### src/rtl/mem_scan_pkg.sv
// +------------------------------------------------------------------+
// | mem_scan_pkg: shared types and defaults for the memory scan reader |
// | Rev 1.0                                                           |
// +------------------------------------------------------------------+
`default_nettype none

package mem_scan_pkg;

  typedef enum logic [1:0] {
    IDLE  = 2'd0,
    FETCH = 2'd1,
    HOLD  = 2'd2
  } scan_state_t;

  localparam int DEFAULT_DATA_WIDTH = 8;
  localparam int DEFAULT_DEPTH      = 16;

endpackage

`default_nettype wire

### src/rtl/mem_scan_array.sv
// +------------------------------------------------------------------+
// | mem_scan_array: DEPTH x DATA_WIDTH storage, one write port and    |
// | one enable-gated synchronous read port; contents are not reset.   |
// | Rev 1.0                                                           |
// +------------------------------------------------------------------+
`default_nettype none

module mem_scan_array #(
  parameter int DATA_WIDTH = 8,
  parameter int DEPTH      = 16,
  parameter int ADDR_WIDTH = $clog2(DEPTH)
) (
  input  logic                  clk,
  input  logic                  wr_en,
  input  logic [ADDR_WIDTH-1:0] wr_addr,
  input  logic [DATA_WIDTH-1:0] wr_data,
  input  logic                  rd_en,
  input  logic [ADDR_WIDTH-1:0] rd_addr,
  output logic [DATA_WIDTH-1:0] rd_data
);

  localparam logic [ADDR_WIDTH:0] C_DEPTH = (ADDR_WIDTH+1)'(DEPTH);

  logic [DATA_WIDTH-1:0] mem_q [DEPTH];
  logic [DATA_WIDTH-1:0] rd_data_q;

  // Read samples the pre-write contents, so a same-row write in this cycle is not seen.
  always_ff @(posedge clk) begin
    if (wr_en && ({1'b0, wr_addr} < C_DEPTH)) begin
      mem_q[wr_addr] <= wr_data;
    end
    if (rd_en) begin
      rd_data_q <= mem_q[rd_addr];
    end
  end

  assign rd_data = rd_data_q;

endmodule

`default_nettype wire

### src/rtl/mem_scan_reader.sv
// +------------------------------------------------------------------+
// | mem_scan_reader: scans a wrapping row range and streams each word |
// | over valid/ready. Trace build: define MEM_SCAN_READER_TRACE_EN.    |
// | Rev 1.0                                                           |
// +------------------------------------------------------------------+
`default_nettype none

module mem_scan_reader
  import mem_scan_pkg::*;
#(
  parameter  int DATA_WIDTH = DEFAULT_DATA_WIDTH,
  parameter  int DEPTH      = DEFAULT_DEPTH,
  localparam int ADDR_WIDTH = $clog2(DEPTH)
) (
  input  logic                  clk,
  input  logic                  rst,
  input  logic                  wr_en,
  input  logic [ADDR_WIDTH-1:0] wr_addr,
  input  logic [DATA_WIDTH-1:0] wr_data,
  input  logic                  start,
  input  logic [ADDR_WIDTH-1:0] base_addr,
  input  logic [ADDR_WIDTH:0]   length,
  output logic                  busy,
  output logic                  out_valid,
  input  logic                  out_ready,
  output logic [DATA_WIDTH-1:0] out_data,
  output logic [ADDR_WIDTH-1:0] out_addr,
  output logic                  done
);

  localparam logic [ADDR_WIDTH-1:0] C_LAST_ROW = ADDR_WIDTH'(DEPTH - 1);
  localparam logic [ADDR_WIDTH:0]   C_ONE_LEN  = (ADDR_WIDTH+1)'(1);
  localparam logic [ADDR_WIDTH-1:0] C_ONE_ADDR = ADDR_WIDTH'(1);

  scan_state_t           state_q, state_d;
  logic [ADDR_WIDTH-1:0] addr_q, addr_d;
  logic [ADDR_WIDTH-1:0] out_addr_q, out_addr_d;
  logic [ADDR_WIDTH:0]   remain_q, remain_d;
  logic                  done_q, done_d;
  logic                  rd_en;
  logic                  handshake;
  logic [DATA_WIDTH-1:0] rd_data;

  assign rd_en     = (state_q == FETCH);
  assign handshake = (state_q == HOLD) && out_ready;

  mem_scan_array #(
    .DATA_WIDTH (DATA_WIDTH),
    .DEPTH      (DEPTH),
    .ADDR_WIDTH (ADDR_WIDTH)
  ) u_array (
    .clk     (clk),
    .wr_en   (wr_en && !rst),
    .wr_addr (wr_addr),
    .wr_data (wr_data),
    .rd_en   (rd_en),
    .rd_addr (addr_q),
    .rd_data (rd_data)
  );

  always_comb begin
    state_d    = state_q;
    addr_d     = addr_q;
    remain_d   = remain_q;
    out_addr_d = out_addr_q;
    done_d     = 1'b0;
    case (state_q)
      IDLE: begin
        if (start) begin
          if (length != '0) begin
            // DEPTH need not be a power of two, so fold the base explicitly.
            addr_d   = ADDR_WIDTH'(32'(base_addr) % 32'(DEPTH));
            remain_d = length;
            state_d  = FETCH;
          end else begin
            done_d = 1'b1;
          end
        end
      end
      FETCH: begin
        out_addr_d = addr_q;
        state_d    = HOLD;
      end
      HOLD: begin
        if (out_ready) begin
          if (remain_q == C_ONE_LEN) begin
            done_d  = 1'b1;
            state_d = IDLE;
          end else begin
            remain_d = remain_q - C_ONE_LEN;
            addr_d   = (addr_q == C_LAST_ROW) ? '0 : addr_q + C_ONE_ADDR;
            state_d  = FETCH;
          end
        end
      end
      default: state_d = IDLE;
    endcase
  end

  always_ff @(posedge clk) begin
    if (rst) begin
      state_q    <= IDLE;
      addr_q     <= '0;
      remain_q   <= '0;
      out_addr_q <= '0;
      done_q     <= 1'b0;
    end else begin
      state_q    <= state_d;
      addr_q     <= addr_d;
      remain_q   <= remain_d;
      out_addr_q <= out_addr_d;
      done_q     <= done_d;
    end
  end

  assign busy      = (state_q != IDLE);
  assign out_valid = (state_q == HOLD);
  assign out_data  = out_valid ? rd_data : '0;
  assign out_addr  = out_addr_q;
  assign done      = done_q;

`ifdef MEM_SCAN_READER_TRACE_EN
  logic                  trace_pend_q;
  logic [DATA_WIDTH-1:0] trace_data_q;

  always_ff @(posedge clk) begin
    if (rst) begin
      trace_pend_q <= 1'b0;
      trace_data_q <= '0;
    end else begin
      if (trace_pend_q && !(out_valid && (out_data == trace_data_q))) begin
        $error("hold violated");
      end
      if (handshake) begin
        $display("scan addr=%0d data=%0h", out_addr, out_data);
      end
      trace_pend_q <= out_valid && !out_ready;
      trace_data_q <= out_data;
    end
  end
`endif

endmodule

`default_nettype wire
### config.mk
export PLATFORM = sky130hd
export DESIGN_NAME = mem_scan_reader
export DESIGN_NICKNAME = d
export VERILOG_FILES = /design/src/rtl/mem_scan_pkg.sv /design/src/rtl/mem_scan_array.sv /design/src/rtl/mem_scan_reader.sv
export SDC_FILE = /design/constraint.sdc
export NUM_CORES = 1
export LEC_CHECK = 0
export CORE_MARGIN = 10
export CORE_UTILIZATION = 50
export DETAILED_ROUTE_END_ITERATION = 16
export MAX_ROUTING_LAYER = met4
export PLACE_DENSITY_LB_ADDON = 0.05
export SLEW_MARGIN = 25
export SYNTH_ARGS = -nofsm -noshare
export SYNTH_HDL_FRONTEND = slang
export SYNTH_SLANG_ARGS = --single-unit
### constraint.sdc
create_clock -name clk -period 3.65 [get_ports clk]
set_input_delay 0.73 -clock clk [delete_from_list [all_inputs] [get_ports clk]]
set_output_delay 0.73 -clock clk [all_outputs]
set_load 0.01 [all_outputs]
==> flow_summary.ini, run 1 <==
[cells_and_area]
stdcell_count = 582
num-fill-cells = 889
nets = 431
drive_above_1_share_pct = 21.0
antenna_cells = 0
final-seq-area_um2 = 4410
fin_area_um2 = 7380
multi_input_area_um2 = 1660
synthToLayoutAreaGrowth_pct = 19.8

[place]
dp_cells = 551
place_hpwl_mm = 8.31
place_congestion = 0.820
port_buffers = 40
postPlaceCellArea_um2 = 6800

[logic_synthesis]
yosys.area.top_type_share_pct = 66.3
yosysMostFrequentCell = edfxtp_1
syn_avg_cell_area_um2 = 17.8
synth_seq_cells = 152
synth_nets = 375
synth_common_cells = 136 x edfxtp_1, 32 x mux4_2, 28 x nor2_1
yosysSeqAreaShare_pct = 71.5
yosys_warnings = 0
ys.flop_type = edfxtp_1
syn_inst = 346
synth.distinct_cells = 42
async_flop_share_pct = 0
yosysTopAreaCell = edfxtp_1
ys_top_cells_by_area = edfxtp_1 66%, mux4_2 12%, dfxtp_1 5.2%
synth_area_um2 = 6160
synth_edf_count = 136

[setup_path]
cp_data_arrival_time_ns = 2.57
crit_type = flop to primary output
cp-start-kind = flop
critPathSlowestCell = dfxtp_1
endpoint_kind = primary output
cp.required_ns = 2.92
crit_start = state_q[1]
critPathBufInv = 2
critPathMaxFanout = 14
reg2reg_from = addr_q[0]
critical-path-top-delay-family = buffers and inverters
crit_chain = or2b_1, inv_1, and2_1, clkdlybuf4s50_1
slowest_delay_ns = 0.57

[routing]
avgViaCountPerCell = 5.61
drt_wl_total_mm = 12.7
wl_per_cell_um = 21.9
first_pass_iters = 5
drc = 0
num_vias = 3264
first_iter_violations = 254
ant_nets = 0

[power_and_ir_drop]
pwr-share-seq_pct = 48.7
switching_share_pct = 21.7
ir_drop_mv = 0.417
power_density_nw_per_um2 = 548
power_switching_uw = 877
clkPwrFrac_pct = 42.8
power.leakage_uw = 0.00241
combPwrFrac_pct = 8.5
total_power_uw = 4050
power.internal_uw = 3170

[die]
coreArea_um2 = 12100
rows = 40
initial_core_util_pct = 51.1
die_w_um = 131
boundaryPins = 41
die_area_um2 = 17200
die_h_um = 131

[global_routing]
grt_pass1_vias = 3281
grt_max_degree = 37
antenna_found_initial = 0
overflow = 0
track_usage_pct = 16.3
grt_pass1_wl_mm = 19.6

[sta]
rsz0062_at_grt = false
post-route-period-util_pct = 90.4
relSlewSlack_pct = 47.8
fin_hold_ws_ns = 0.493
slew_viol_final = 0
clock.fmax_mhz = 303
finalCriticalPeriod_ns = 3.30
finalHoldViolations = 0
worst_pin_slew_ns = 0.781
finClkSkew_ns = 0.00631
setup_tns_ns = 0
setup_viol = 0

[cts]
cts.hold.buffers_added = 0
clkTransAtPathRegs_ns = 0.06
cts-resized-gates = 0
insertion_delay_ns = 0.42
clock_sinks = 152
htree_levels = 4
cts_root_buffer = clkbuf_16
clockBufferDepth = 2
cts_tree = done
cts-buffers-inserted = 17
postCtsSetupRepairBufs = 0

[min_path]
hold_class = flop to flop
hold_path_startpoint = out_addr[2]

[run]
maxCapViolCount = 0

[status]
run_status = complete, no violations
[worst paths after layout]
check,depth (start not counted),slack (ns),endpoint
hold reg to reg,2,0.49,out_addr[2]
hold / removal,2,0.49,out_addr[2]
setup reg to reg,4,1.34,u_array.rd_data[3]
setup / recovery,4,0.35,out_data[4]
[metal layers]
metal | wire length (um) | vias up | GRT usage, %
li1 | - | 1494 | -
met1 | 5860 | 1658 | 22.3
met2 | 5860 | 101 | 23.2
met3 | 886 | 11 | 5.24
met4 | 114 | 0 | 4.32
met5 | 0 | - | -
[through the flow]
step / worst slack (ns) / util, %
floorplan: 1.42 / -
global placement: 0.827 / 56.4
detailed placement: 0.772 / 56.4
CTS: 0.326 / 61.2
global route: 0.174 / 61.2
finish: 0.349 / 61.2
[layout by cell type, fill, tap and decap left out, types with 2 or more instances in the layout]
cell type	n
nor2b_1	3
a31oi_1	2
clkbuf_16	17
o32ai_2	3
mux2i_1	4
inv_1	6
clkinvlp_4	6
and3_1	3
or3_1	3
clkbuf_1	2
and2_1	10
a22oi_1	16
or2b_1	2
bufinv_16	3
ha_1	3
edfxtp_1	136
a311oi_1	3
a21oi_1	12
o21ai_0	3
nor3_1	9
dfxtp_1	15
nand2b_1	8
mux4_2	32
nor2_1	28
buf_4	14
clkdlybuf4s50_1	40
nand2_1	11
[area by class of cell]
| cell class | instances | area share [%] |
|---|---|---|
| sequential | 152 | 59.7 |
| tap | 168 | 2.85 |
| inverter | 6 | 0.305 |
| multi-input combinational | 171 | 22.4 |
| timing repair buffer | 54 | 6.85 |
| clock buffer | 19 | 5.86 |
| clock inverter | 12 | 2.07 |
[flip-flops by register name (all words and copies together), names as in the netlist]
register / flops
u_array.mem_q: 128
u_array.rd_data: 8
remain_q: 5
addr_q: 4
out_addr: 4
state_q: 2
done: 1
[power by group through the flow]
stage / logic, uW / clock network, uW / registers (uW)
floorplan: 232 / 0 / 1990
global placement: 343 / 0 / 2010
detailed placement: 345 / 0 / 2010
CTS: 347 / 1750 / 1970
global route: 376 / 1840 / 1980
finish: 343 / 1730 / 1970
[cell families after synthesis]
kind of cell / Yosys count / synth area share [%]
mux: 37 / 12.6
buf+inv: 23 / 1.68
fa+ha+maj: 3 / 0.609
simple gates: 83 / 7.06
compound gates: 48 / 6.62
flops: 152 / 71.5
[tightest hold or removal path, stage by stage, from the launching register on]
cell and delay [ns]:
dfxtp_1 0.33, a21oi_1 0.06, nor2_1 0.07
No activity file was read; power rests on OpenSTA's default activity.
==> run 2, diff against run 1 <==
--- a/config.mk
+++ b/config.mk
@@ -5,7 +5,7 @@
 export SDC_FILE = /design/constraint.sdc
 export NUM_CORES = 1
 export LEC_CHECK = 0
-export CORE_MARGIN = 10
+export CORE_MARGIN = 4
 export CORE_UTILIZATION = 50
 export DETAILED_ROUTE_END_ITERATION = 16
 export MAX_ROUTING_LAYER = met4
==> run 2 against run 1 <==
Setup slack worse by 0.016 ns. Via count hardly changed. Utilization is 0.34 points higher. Sequential power hardly changed. Register-to-register slack worse by 0.04 ns. Design area is 0.56% higher. Critical path type unchanged. Largest cell class unchanged. Highest routed layer unchanged.
==> flow_summary.ini, run 2 (synthesized netlist as in run 1, its figures left out) <==
[status]
run_status = complete, no violations

[min_path]
hold_path_startpoint = out_addr[2]
hold_class = flop to flop
hold_depth = 2
min_to = out_addr[2]

[cts]
cts-buffers-inserted = 17
insertion_delay_ns = 0.42
postCtsSetupRepairBufs = 0
cts_tree = done
cts.hold.buffers_added = 0
clock_sinks = 152
htree_levels = 4
clockBufferDepth = 2
cts-resized-gates = 0
clkTransAtPathRegs_ns = 0.06
cts_root_buffer = clkbuf_16

[setup_path]
cp_data_arrival_time_ns = 2.59
endpoint_kind = primary output
cp-start-kind = flop
r2r_slack_ns = 1.30
crit_type = flop to primary output
rr_endpoint = u_array.rd_data[1]
ff2ff_path_depth = 4
critPathMaxFanout = 14
cp.required_ns = 2.92
reg2reg_from = addr_q[0]

[die]
die_w_um = 119
boundaryPins = 41
coreArea_um2 = 12100
die_area_um2 = 14200
rows = 40
die_h_um = 119
initial_core_util_pct = 51.1

[routing]
num_vias = 3263
first_iter_violations = 302
ant_nets = 0
wl_per_cell_um = 21.5
avgViaCountPerCell = 5.58
first_pass_iters = 4
drc = 0
drt_wl_total_mm = 12.6

[cells_and_area]
layout_common_cells = 136 x edfxtp_1, 40 x clkdlybuf4s50_1, 32 x mux4_2
largest_register_ffs = 128
regMostFlops = u_array.mem_q
drive_above_1_share_pct = 21.6
antenna_cells = 0
synthToLayoutAreaGrowth_pct = 20.5
mostFrequentLayoutCell = edfxtp_1
nets = 433
num-fill-cells = 909

[global_routing]
overflow = 0
antenna_found_initial = 0
track_usage_pct = 19.6
grt_pass1_vias = 3408
grt_max_degree = 34
grt_pass1_wl_mm = 19.8

[power_and_ir_drop]
ir_drop_mv = 0.295
power.leakage_uw = 0.00244
power_density_nw_per_um2 = 553
total_power_uw = 4110

[sta]
rsz0062_at_grt = false
fin_hold_ws_ns = 0.487
layout_setup_ws_ns = 0.334
setup_tns_ns = 0
worst_pin_slew_ns = 0.770
post-route-period-util_pct = 90.9
setup_viol = 0
finClkSkew_ns = 0.0124
finalCriticalPeriod_ns = 3.32
relSlewSlack_pct = 48.4
slew_viol_final = 0
finalHoldViolations = 0
clock.fmax_mhz = 302

[place]
place_congestion = 0.778
port_buffers = 40
place_hpwl_mm = 7.92
dp_worst_setup_slack_ns = 0.762

[run]
maxCapViolCount = 0
-- run 2: worst max-delay path by stage --
| stage | startpoint | endpoint | slack (ns) |
|---|---|---|---|
| after floorplan | rst | u_array.mem_q[0][0] | 1.42 |
| after global placement | state_q[1] | out_data[3] | 0.84 |
| after detailed placement | state_q[1] | out_data[0] | 0.76 |
| after CTS | state_q[1] | out_data[0] | 0.30 |
| after global routing | state_q[1] | out_data[0] | 0.17 |
| final | state_q[1] | out_data[0] | 0.33 |
-- run 2: report_power, final --
part,switching (uW),internal (uW),leakage (uW)
Sequential,32.8,1940,0.00136
Combinational,176,162,0.000795
Clock,659,1140,0.000290
-- run 2: layout make-up --
cell class / count / area [um^2] / share of cell area [%]
multi-input cells: 171 / 1660 / 22.3
repair buffers: 56 / 520 / 7.01
clock buffers: 19 / 433 / 5.83
clock inverters: 13 / 179 / 2.41
flip-flops and latches: 152 / 4410 / 59.3
inverters: 6 / 22.5 / 0.303
well taps: 168 / 210 / 2.83
-- run 2: critical path, stage by stage, from the launching register on --
cell and delay, ns:
dfxtp_1 0.59, or2b_1 0.48, inv_1 0.38, and2_1 0.19
clkdlybuf4s50_1 0.53
-- run 2: layer usage --
layer	vias up	global-route usage, %	routed length, um
met5	-	-	0
met4	0	6.30	144
met3	12	4.61	755
met2	97	30.0	6170
met1	1647	26.2	5510
li1	1507	-	-
-- run 2: per-stage QoR --
step	utilization (%)	std cells	area [um^2]
floorplan	-	346	6160
global placement	56.5	553	6810
detailed placement	56.5	553	6810
CTS	61.6	585	7430
global route	61.6	585	7430
finish	61.6	585	7430
